### src/rtl/ram_pkg.sv
// Shared constants and response payload type for the RAM responder and its bench.
package ram_pkg;

  localparam int DATA_WIDTH = 8;
  localparam int ADDR_WIDTH = 4;
  localparam int DEPTH      = 16;

  typedef struct packed {
    logic                  err;
    logic [DATA_WIDTH-1:0] data;
  } rsp_t;

endpackage

### src/rtl/ram_rsp_fifo.sv
// Synchronous response FIFO with wrap-around pointers; head is read straight
// from storage so it holds steady until popped.
module ram_rsp_fifo
  import ram_pkg::*;
#(
  parameter int FDEPTH = 3
) (
  input  logic clk_i,
  input  logic rst_i,
  input  logic push_i,
  input  rsp_t push_data_i,
  input  logic pop_i,
  output rsp_t pop_data_o,
  output logic full_o,
  output logic empty_o
);

  localparam int PTR_W = (FDEPTH > 1) ? $clog2(FDEPTH) : 1;
  localparam int CNT_W = $clog2(FDEPTH + 1);

  rsp_t             mem_q [FDEPTH];
  logic [PTR_W-1:0] wr_ptr_q, wr_ptr_d;
  logic [PTR_W-1:0] rd_ptr_q, rd_ptr_d;
  logic [CNT_W-1:0] cnt_q, cnt_d;
  logic             do_push_s, do_pop_s;

  function automatic logic [PTR_W-1:0] ptr_inc(input logic [PTR_W-1:0] p);
    if (p == PTR_W'(FDEPTH - 1)) begin
      return {PTR_W{1'b0}};
    end else begin
      return p + PTR_W'(1);
    end
  endfunction

  assign full_o     = (cnt_q == CNT_W'(FDEPTH));
  assign empty_o    = (cnt_q == CNT_W'(0));
  assign do_push_s  = push_i && !full_o;
  assign do_pop_s   = pop_i && !empty_o;
  assign pop_data_o = mem_q[rd_ptr_q];

  always_comb begin
    wr_ptr_d = wr_ptr_q;
    rd_ptr_d = rd_ptr_q;
    cnt_d    = cnt_q;
    if (do_push_s) begin
      wr_ptr_d = ptr_inc(wr_ptr_q);
    end else begin
      wr_ptr_d = wr_ptr_q;
    end
    if (do_pop_s) begin
      rd_ptr_d = ptr_inc(rd_ptr_q);
    end else begin
      rd_ptr_d = rd_ptr_q;
    end
    case ({do_push_s, do_pop_s})
      2'b10:   cnt_d = cnt_q + CNT_W'(1);
      2'b01:   cnt_d = cnt_q - CNT_W'(1);
      default: cnt_d = cnt_q;
    endcase
  end

  always_ff @(posedge clk_i) begin
    if (rst_i) begin
      wr_ptr_q <= {PTR_W{1'b0}};
      rd_ptr_q <= {PTR_W{1'b0}};
      cnt_q    <= {CNT_W{1'b0}};
    end else begin
      wr_ptr_q <= wr_ptr_d;
      rd_ptr_q <= rd_ptr_d;
      cnt_q    <= cnt_d;
    end
  end

  // Storage carries no reset; only the pointers define what is valid.
  always_ff @(posedge clk_i) begin
    if (do_push_s) begin
      mem_q[wr_ptr_q] <= push_data_i;
    end
  end

endmodule

### src/rtl/ram_rsp_fifo_chk.sv
// Property checker: the outstanding-count throttle must keep the response
// FIFO from ever receiving a push while full.
module ram_rsp_fifo_chk (
  input logic clk_i,
  input logic rst_i,
  input logic push_i,
  input logic full_i
);

  a_no_overflow : assert property (@(posedge clk_i) disable iff (rst_i) !(push_i && full_i))
    else $error("ram_rsp_fifo push while full");

endmodule

### src/rtl/ram_responder.sv
// Single-port RAM responder: valid/ready requests, fixed-latency read pipeline
// feeding a response FIFO, throttled by a count of outstanding reads.
module ram_responder #(
  parameter int DATA_WIDTH = ram_pkg::DATA_WIDTH,
  parameter int ADDR_WIDTH = ram_pkg::ADDR_WIDTH,
  parameter int DEPTH      = ram_pkg::DEPTH,
  parameter int RD_LATENCY = 2
) (
  input  logic                  clk,
  input  logic                  rst,
  input  logic                  req_valid,
  output logic                  req_ready,
  input  logic                  req_we,
  input  logic [ADDR_WIDTH-1:0] req_addr,
  input  logic [DATA_WIDTH-1:0] req_wdata,
  output logic                  rsp_valid,
  input  logic                  rsp_ready,
  output logic [DATA_WIDTH-1:0] rsp_rdata,
  output logic                  rsp_err
);

  import ram_pkg::*;

  localparam int IDX_W  = (DEPTH > 1) ? $clog2(DEPTH) : 1;
  localparam int CNT_W  = $clog2(RD_LATENCY + 2);
  localparam int FDEPTH = RD_LATENCY + 1;

  logic [DATA_WIDTH-1:0] mem_q [DEPTH];
  logic [CNT_W-1:0]      outst_q, outst_d;
  logic                  accept_s, rd_acc_s, wr_acc_s, in_range_s, pop_s;
  logic [IDX_W-1:0]      idx_s;
  rsp_t                  rd_entry_s, push_data_s, head_s;
  logic                  push_s, fifo_full_s, fifo_empty_s;

  // Throttle on the registered count only, so rsp_ready never reaches req_ready.
  assign req_ready  = !rst && (outst_q < CNT_W'(RD_LATENCY + 1));
  assign accept_s   = req_valid && req_ready;
  assign rd_acc_s   = accept_s && !req_we;
  assign wr_acc_s   = accept_s && req_we;
  assign in_range_s = ({1'b0, req_addr} < (ADDR_WIDTH + 1)'(DEPTH));
  assign idx_s      = req_addr[IDX_W-1:0];

  assign rd_entry_s.err  = !in_range_s;
  assign rd_entry_s.data = in_range_s ? mem_q[idx_s] : {DATA_WIDTH{1'b0}};

  // Memory is deliberately left out of reset so contents survive it.
  always_ff @(posedge clk) begin
    if (wr_acc_s && in_range_s) begin
      mem_q[idx_s] <= req_wdata;
    end
  end

  generate
    if (RD_LATENCY == 1) begin : g_lat1
      assign push_s      = rd_acc_s;
      assign push_data_s = rd_entry_s;
    end else begin : g_latn
      logic [RD_LATENCY-2:0] stage_vld_q;
      rsp_t                  stage_q [RD_LATENCY-1];

      always_ff @(posedge clk) begin
        if (rst) begin
          stage_vld_q <= {(RD_LATENCY - 1){1'b0}};
        end else begin
          stage_vld_q[0] <= rd_acc_s;
          for (int k = 1; k < RD_LATENCY - 1; k++) begin
            stage_vld_q[k] <= stage_vld_q[k-1];
          end
        end
      end

      always_ff @(posedge clk) begin
        stage_q[0] <= rd_entry_s;
        for (int k = 1; k < RD_LATENCY - 1; k++) begin
          stage_q[k] <= stage_q[k-1];
        end
      end

      assign push_s      = stage_vld_q[RD_LATENCY-2];
      assign push_data_s = stage_q[RD_LATENCY-2];
    end
  endgenerate

  ram_rsp_fifo #(
    .FDEPTH(FDEPTH)
  ) u_fifo (
    .clk_i      (clk),
    .rst_i      (rst),
    .push_i     (push_s),
    .push_data_i(push_data_s),
    .pop_i      (pop_s),
    .pop_data_o (head_s),
    .full_o     (fifo_full_s),
    .empty_o    (fifo_empty_s)
  );

  ram_rsp_fifo_chk u_fifo_chk (
    .clk_i (clk),
    .rst_i (rst),
    .push_i(push_s),
    .full_i(fifo_full_s)
  );

  assign rsp_valid = !rst && !fifo_empty_s;
  assign rsp_rdata = rsp_valid ? head_s.data : {DATA_WIDTH{1'b0}};
  assign rsp_err   = rsp_valid ? head_s.err : 1'b0;
  assign pop_s     = rsp_valid && rsp_ready;

  always_comb begin
    outst_d = outst_q;
    case ({rd_acc_s, pop_s})
      2'b10:   outst_d = outst_q + CNT_W'(1);
      2'b01:   outst_d = outst_q - CNT_W'(1);
      default: outst_d = outst_q;
    endcase
  end

  always_ff @(posedge clk) begin
    if (rst) begin
      outst_q <= {CNT_W{1'b0}};
    end else begin
      outst_q <= outst_d;
    end
  end

endmodule

### config.mk
export PLATFORM = sky130hd
export DESIGN_NAME = ram_responder
export DESIGN_NICKNAME = d
export VERILOG_FILES = /design/src/rtl/ram_pkg.sv /design/src/rtl/ram_rsp_fifo.sv /design/src/rtl/ram_rsp_fifo_chk.sv /design/src/rtl/ram_responder.sv
export SDC_FILE = /design/constraint.sdc
export NUM_CORES = 1
export LEC_CHECK = 0
export CAP_MARGIN = 20
export CORE_MARGIN = 2
export CORE_UTILIZATION = 54
export CTS_BUF_LIST = sky130_fd_sc_hd__clkbuf_4 sky130_fd_sc_hd__clkbuf_8 sky130_fd_sc_hd__clkbuf_16
export DETAILED_ROUTE_END_ITERATION = 7
export GPL_ROUTABILITY_DRIVEN = 0
export GPL_TIMING_DRIVEN = 0
export HOLD_SLACK_MARGIN = 0.02
export MAX_ROUTING_LAYER = met4
export PLACE_DENSITY = 0.72
export SLEW_MARGIN = 40
export SYNTH_ARGS = -nofsm -noshare
export SYNTH_HDL_FRONTEND = slang
export SYNTH_SLANG_ARGS = --single-unit
### constraint.sdc
create_clock -name clk -period 2.8 [get_ports clk]
set_input_delay 0.42 -clock clk [delete_from_list [all_inputs] [get_ports clk]]
set_output_delay 0.42 -clock clk [all_outputs]
set_load 0.02 [all_outputs]
==> results.toml <==
[drt]
drc_errors = 0
route.met2.wl_um = 6070
wl_met1_um = 4860
vias_per_cell = 5.81
met3RoutedLength_um = 717
num_vias = 3145
drt_iter0_drc = 195
finalWirelength_um = 11800
detail_route.first_pass.iterations = 5
drt-wirelength-per-cell_um = 21.9
top_metal_used = "met4"
postRouteAntennaNets = 0

[logic_synthesis]
synthesis.yosys.warnings = 0
post_synth_xor_area_fraction_pct = 0.541
synth_sequential_area_ratio_pct = 76.3
cell_area_after_technology_mapping_mm2 = 0.00648
synthesis.area_per_instance_um2 = 19.3
synth_compound_gate_area_share_pct = 2.84
post_synth_fa_ha_maj_area_fraction_pct = 0.386
postSynthRegisterBits = 171
yosys_most_used_dff = "sky130_fd_sc_hd__edfxtp_1"
synthCells = 335
synth_nets = 354
muxShareOfSynthArea_pct = 13.9
synth_top_family_by_area = "multiplexers"
share_of_flip_flops_with_an_asynchronous_set_or_reset_pct = 0
synth.lib_cells_used.distinct = 35
synth_simple_gate_area_share_pct = 4.11
number_of_synthesized_flops_with_an_enable_pin = 152

[cells_and_area]
final_nets = 400
fin_area_mm2 = 0.00759
final_layout_size_suffix_gt1_share_pct = 26.9
antennaDiodeCount = 0
fillerInstances = 819
post_synthesis_to_final_layout_area_growth_pct = 17.2

[run]
max-cap-violations = 0

[timing]
worst_clock_skew_ns = 0.0146
max_slew_margin_pct = 50.4
tightestPinTransition_ns = 0.740
setup_viol = 0
grt_setup_unrepaired = "false"
timing_max_transition_violations_final = 0
timing.final.crit_share_pct = 89.3
final_critical_path_setup_slack_ns = 0.300
timing_hold_violations_final = 0
max_freq_mhz = 400
period_minus_slack_ns = 2.50

[placement]
port-buffer-count = 23
postPlaceCellArea_mm2 = 0.00702
hpwlAfterDp_um = 7560
place_ws_ns = -0.0346

[power]
power.leakage_uw = 0.00245
p_per_area_mw_per_mm2 = 706
worst_ir_drop_vdd_mv = 0.567
clock_power_share_pct = 41.7
power.switching_uw = 1070
switching_share_pct = 20.0
share_of_total_power_in_sequential_cells_pct = 53.1
share_comb_of_total_power_pct = 5.2
cellInternalPower_uw = 4290

[clocking]
clk_transition_reported_paths_ns = 0.06
cts-buffers-inserted = 17
cts.sink_count = 171
holdBufCountCts = 0
ctsLongestPathBuffers = 2
clk_latency_ns = 0.42
clock_tree_from_tritoncts = "built"
h-tree-depth = 4
clock-root-buffer = "sky130_fd_sc_hd__clkbuf_16"

[global_route]
antenna_found_initial = 0
largest_net_degree_at_the_start_of_global_routing = 17
vias_in_the_first_global_route = 3257
wire_length_of_the_first_global_routing_pass_um = 18100
grt_usage_pct = 20.6
global_route_congestion_overflow_total = 0

[setup_path]
cp_class = "reg -> out"
worstPathMaxFanout = 8
setup.worst_path.start_class = "flop"
timing.critical_path.to = "rsp_rdata[0]"
crit-reg2reg-launch = "outst_q[0]$_SDFFE_PP0P_"
critPathCaptureType = "primary output"
critPathTopFamily = "buffers and inverters"
reg2reg_slack_ns = 0.33
worst_ep_arrival_time_ns = 2.08
cp_data_required_time_ns = 2.38
buffers_and_inverters_on_the_worst_path = 1
rr_worst_depth = 4
cells_along_the_critical_path = "mux2_2, mux2i_1, nor2_1, clkdlybuf4s50_1"
cpPeakStageDelay_ns = 0.55
regToRegEndpoint = "mem_q[2][6]$_DFFE_PP_"
worst_path_cell_with_the_longest_stage_delay = "sky130_fd_sc_hd__clkdlybuf4s50_1"
cp.depth = 4

[status]
status = "complete, no violations"

[die]
design.die.area_mm2 = 0.0129
pin_count = 28
rows = 40
dieWidth_um = 114
dieHeight_um = 114
effective_utilization_at_floorplan_pct = 54.6
area_inside_the_core_boundary_mm2 = 0.0119

[hold_path]
hold_class = "in -> reg"
## cell families (layout without fill, tap and decap cells)
| group | after synthesis | in the layout |
|---|---|---|
| compound gates | 27 | 27 |
| xor+xnor | 4 | 4 |
| fa+ha+maj | 2 | 2 |
| buf+inv | 25 | 84 |
| flops | 171 | 171 |
| mux | 49 | 49 |
| other cells | 1 | 1 |
| simple gates | 56 | 56 |
## area by class of cell
| type | count | area [um2] | share of cell area, % |
|---|---|---|---|
| inverter | 8 | 30.0 | 0.395 |
| buffer | 16 | 83.8 | 1.10 |
| tap | 147 | 184 | 2.42 |
| timing repair buffer | 28 | 263 | 3.46 |
| clock buffer | 27 | 551 | 7.25 |
| multi-input combinational | 139 | 1510 | 19.8 |
| sequential | 171 | 4940 | 65.1 |
| clock inverter | 5 | 31.3 | 0.412 |
## per-stage QoR
stage | util, % | hold slack, ns | power (uW) | TNS [ns] | instances
2_1_floorplan | - | 0.421 | 3060 | 0 | 335
3_3_place_gp | 58.1 | 0.427 | 3160 | -21.27 | 505
3_5_place_dp | 59.1 | 0.443 | 3180 | -0.180 | 510
4_1_cts | 64.1 | 0.356 | 5400 | 0 | 542
5_1_grt | 64.0 | 0.380 | 5520 | 0 | 541
6_report | 64.0 | 0.365 | 5360 | 0 | 541
## cell usage after synthesis, types with 2 or more instances
library cell	instances	area share, %
sky130_fd_sc_hd__edfxtp_1	152	70
sky130_fd_sc_hd__mux4_2	32	11
sky130_fd_sc_hd__dfxtp_1	19	5.9
sky130_fd_sc_hd__a22oi_1	16	1.9
sky130_fd_sc_hd__nor2_1	14	0.81
sky130_fd_sc_hd__nor3_1	14	1.1
sky130_fd_sc_hd__nand2_1	13	0.75
sky130_fd_sc_hd__mux2_2	9	1.6
sky130_fd_sc_hd__clkbuf_1	8	0.46
sky130_fd_sc_hd__mux2i_1	8	1.2
sky130_fd_sc_hd__a21oi_1	6	0.46
sky130_fd_sc_hd__inv_1	5	0.29
sky130_fd_sc_hd__nor4_1	4	0.39
sky130_fd_sc_hd__buf_2	3	0.23
sky130_fd_sc_hd__inv_2	3	0.17
sky130_fd_sc_hd__or3_1	3	0.29
sky130_fd_sc_hd__buf_1	2	0.12
sky130_fd_sc_hd__buf_6	2	0.35
sky130_fd_sc_hd__ha_1	2	0.39
sky130_fd_sc_hd__nor2b_1	2	0.19
sky130_fd_sc_hd__o21ai_0	2	0.15
sky130_fd_sc_hd__xnor2_1	2	0.27
sky130_fd_sc_hd__xor2_1	2	0.27
## repair_timing
action                                  in CTS  in global routing
endpoints found under the setup margin       0                  1
gates resized for setup                      0                  0
setup buffers                                0                  0
## worst min path at each step
stage,startpoint,to,slack (ns),depth (start not counted)
final,rst,u_fifo.cnt_q[0]$_SDFFE_PP0P_,0.36,2
after global routing,rst,u_fifo.cnt_q[0]$_SDFFE_PP0P_,0.38,2
after CTS,rst,u_fifo.cnt_q[0]$_SDFFE_PP0P_,0.36,2
after detailed placement,g_latn.stage_q[0][0]$_DFF_P_,u_fifo.mem_q[1][0]$_DFFE_PP_,0.44,0
after global placement,g_latn.stage_q[0][3]$_DFF_P_,u_fifo.mem_q[0][3]$_DFFE_PP_,0.43,0
after floorplan,g_latn.stage_q[0][0]$_DFF_P_,u_fifo.mem_q[0][0]$_DFFE_PP_,0.42,0
## placed cells by master (no fill, tap or decap), drive strengths merged, types with 3 or more instances in the layout
cell and instances:
edfxtp 152, nand2 13, clkdlybuf4s50 23, mux4 32
clkinv 3, mux2 9, buf 13, a21oi 6
clkbuf 35, nor3 14, or3 3, nor2 14
nor4 4, inv 9, a22oi 16, dfxtp 19
mux2i 8
## routing by layer
layer | global-route usage, % | vias up
met2 | 32.5 | 97
met4 | 8.05 | 0
met3 | 5.26 | 16
met5 | - | -
li1 | - | 1433
met1 | 26.3 | 1599
## state kept, by name (all words and copies together), names as in the netlist, named ones only
name	count
mem_q	128
u_fifo.cnt_q	2
g_latn.stage_q	8
outst_q	2
u_fifo.mem_q	24
g_latn.stage_vld_q	1
u_fifo.wr_ptr_q	2
u_fifo.rd_ptr_q	2
## power groups by stage
stage,clock (uW),combinational (uW),sequential [uW]
global placement,0,268,2890
finish,2240,278,2850
global route,2360,303,2850
floorplan,0,168,2890
detailed placement,0,283,2900
CTS,2270,285,2840
Note: power is estimated with default switching activity, not from simulation.
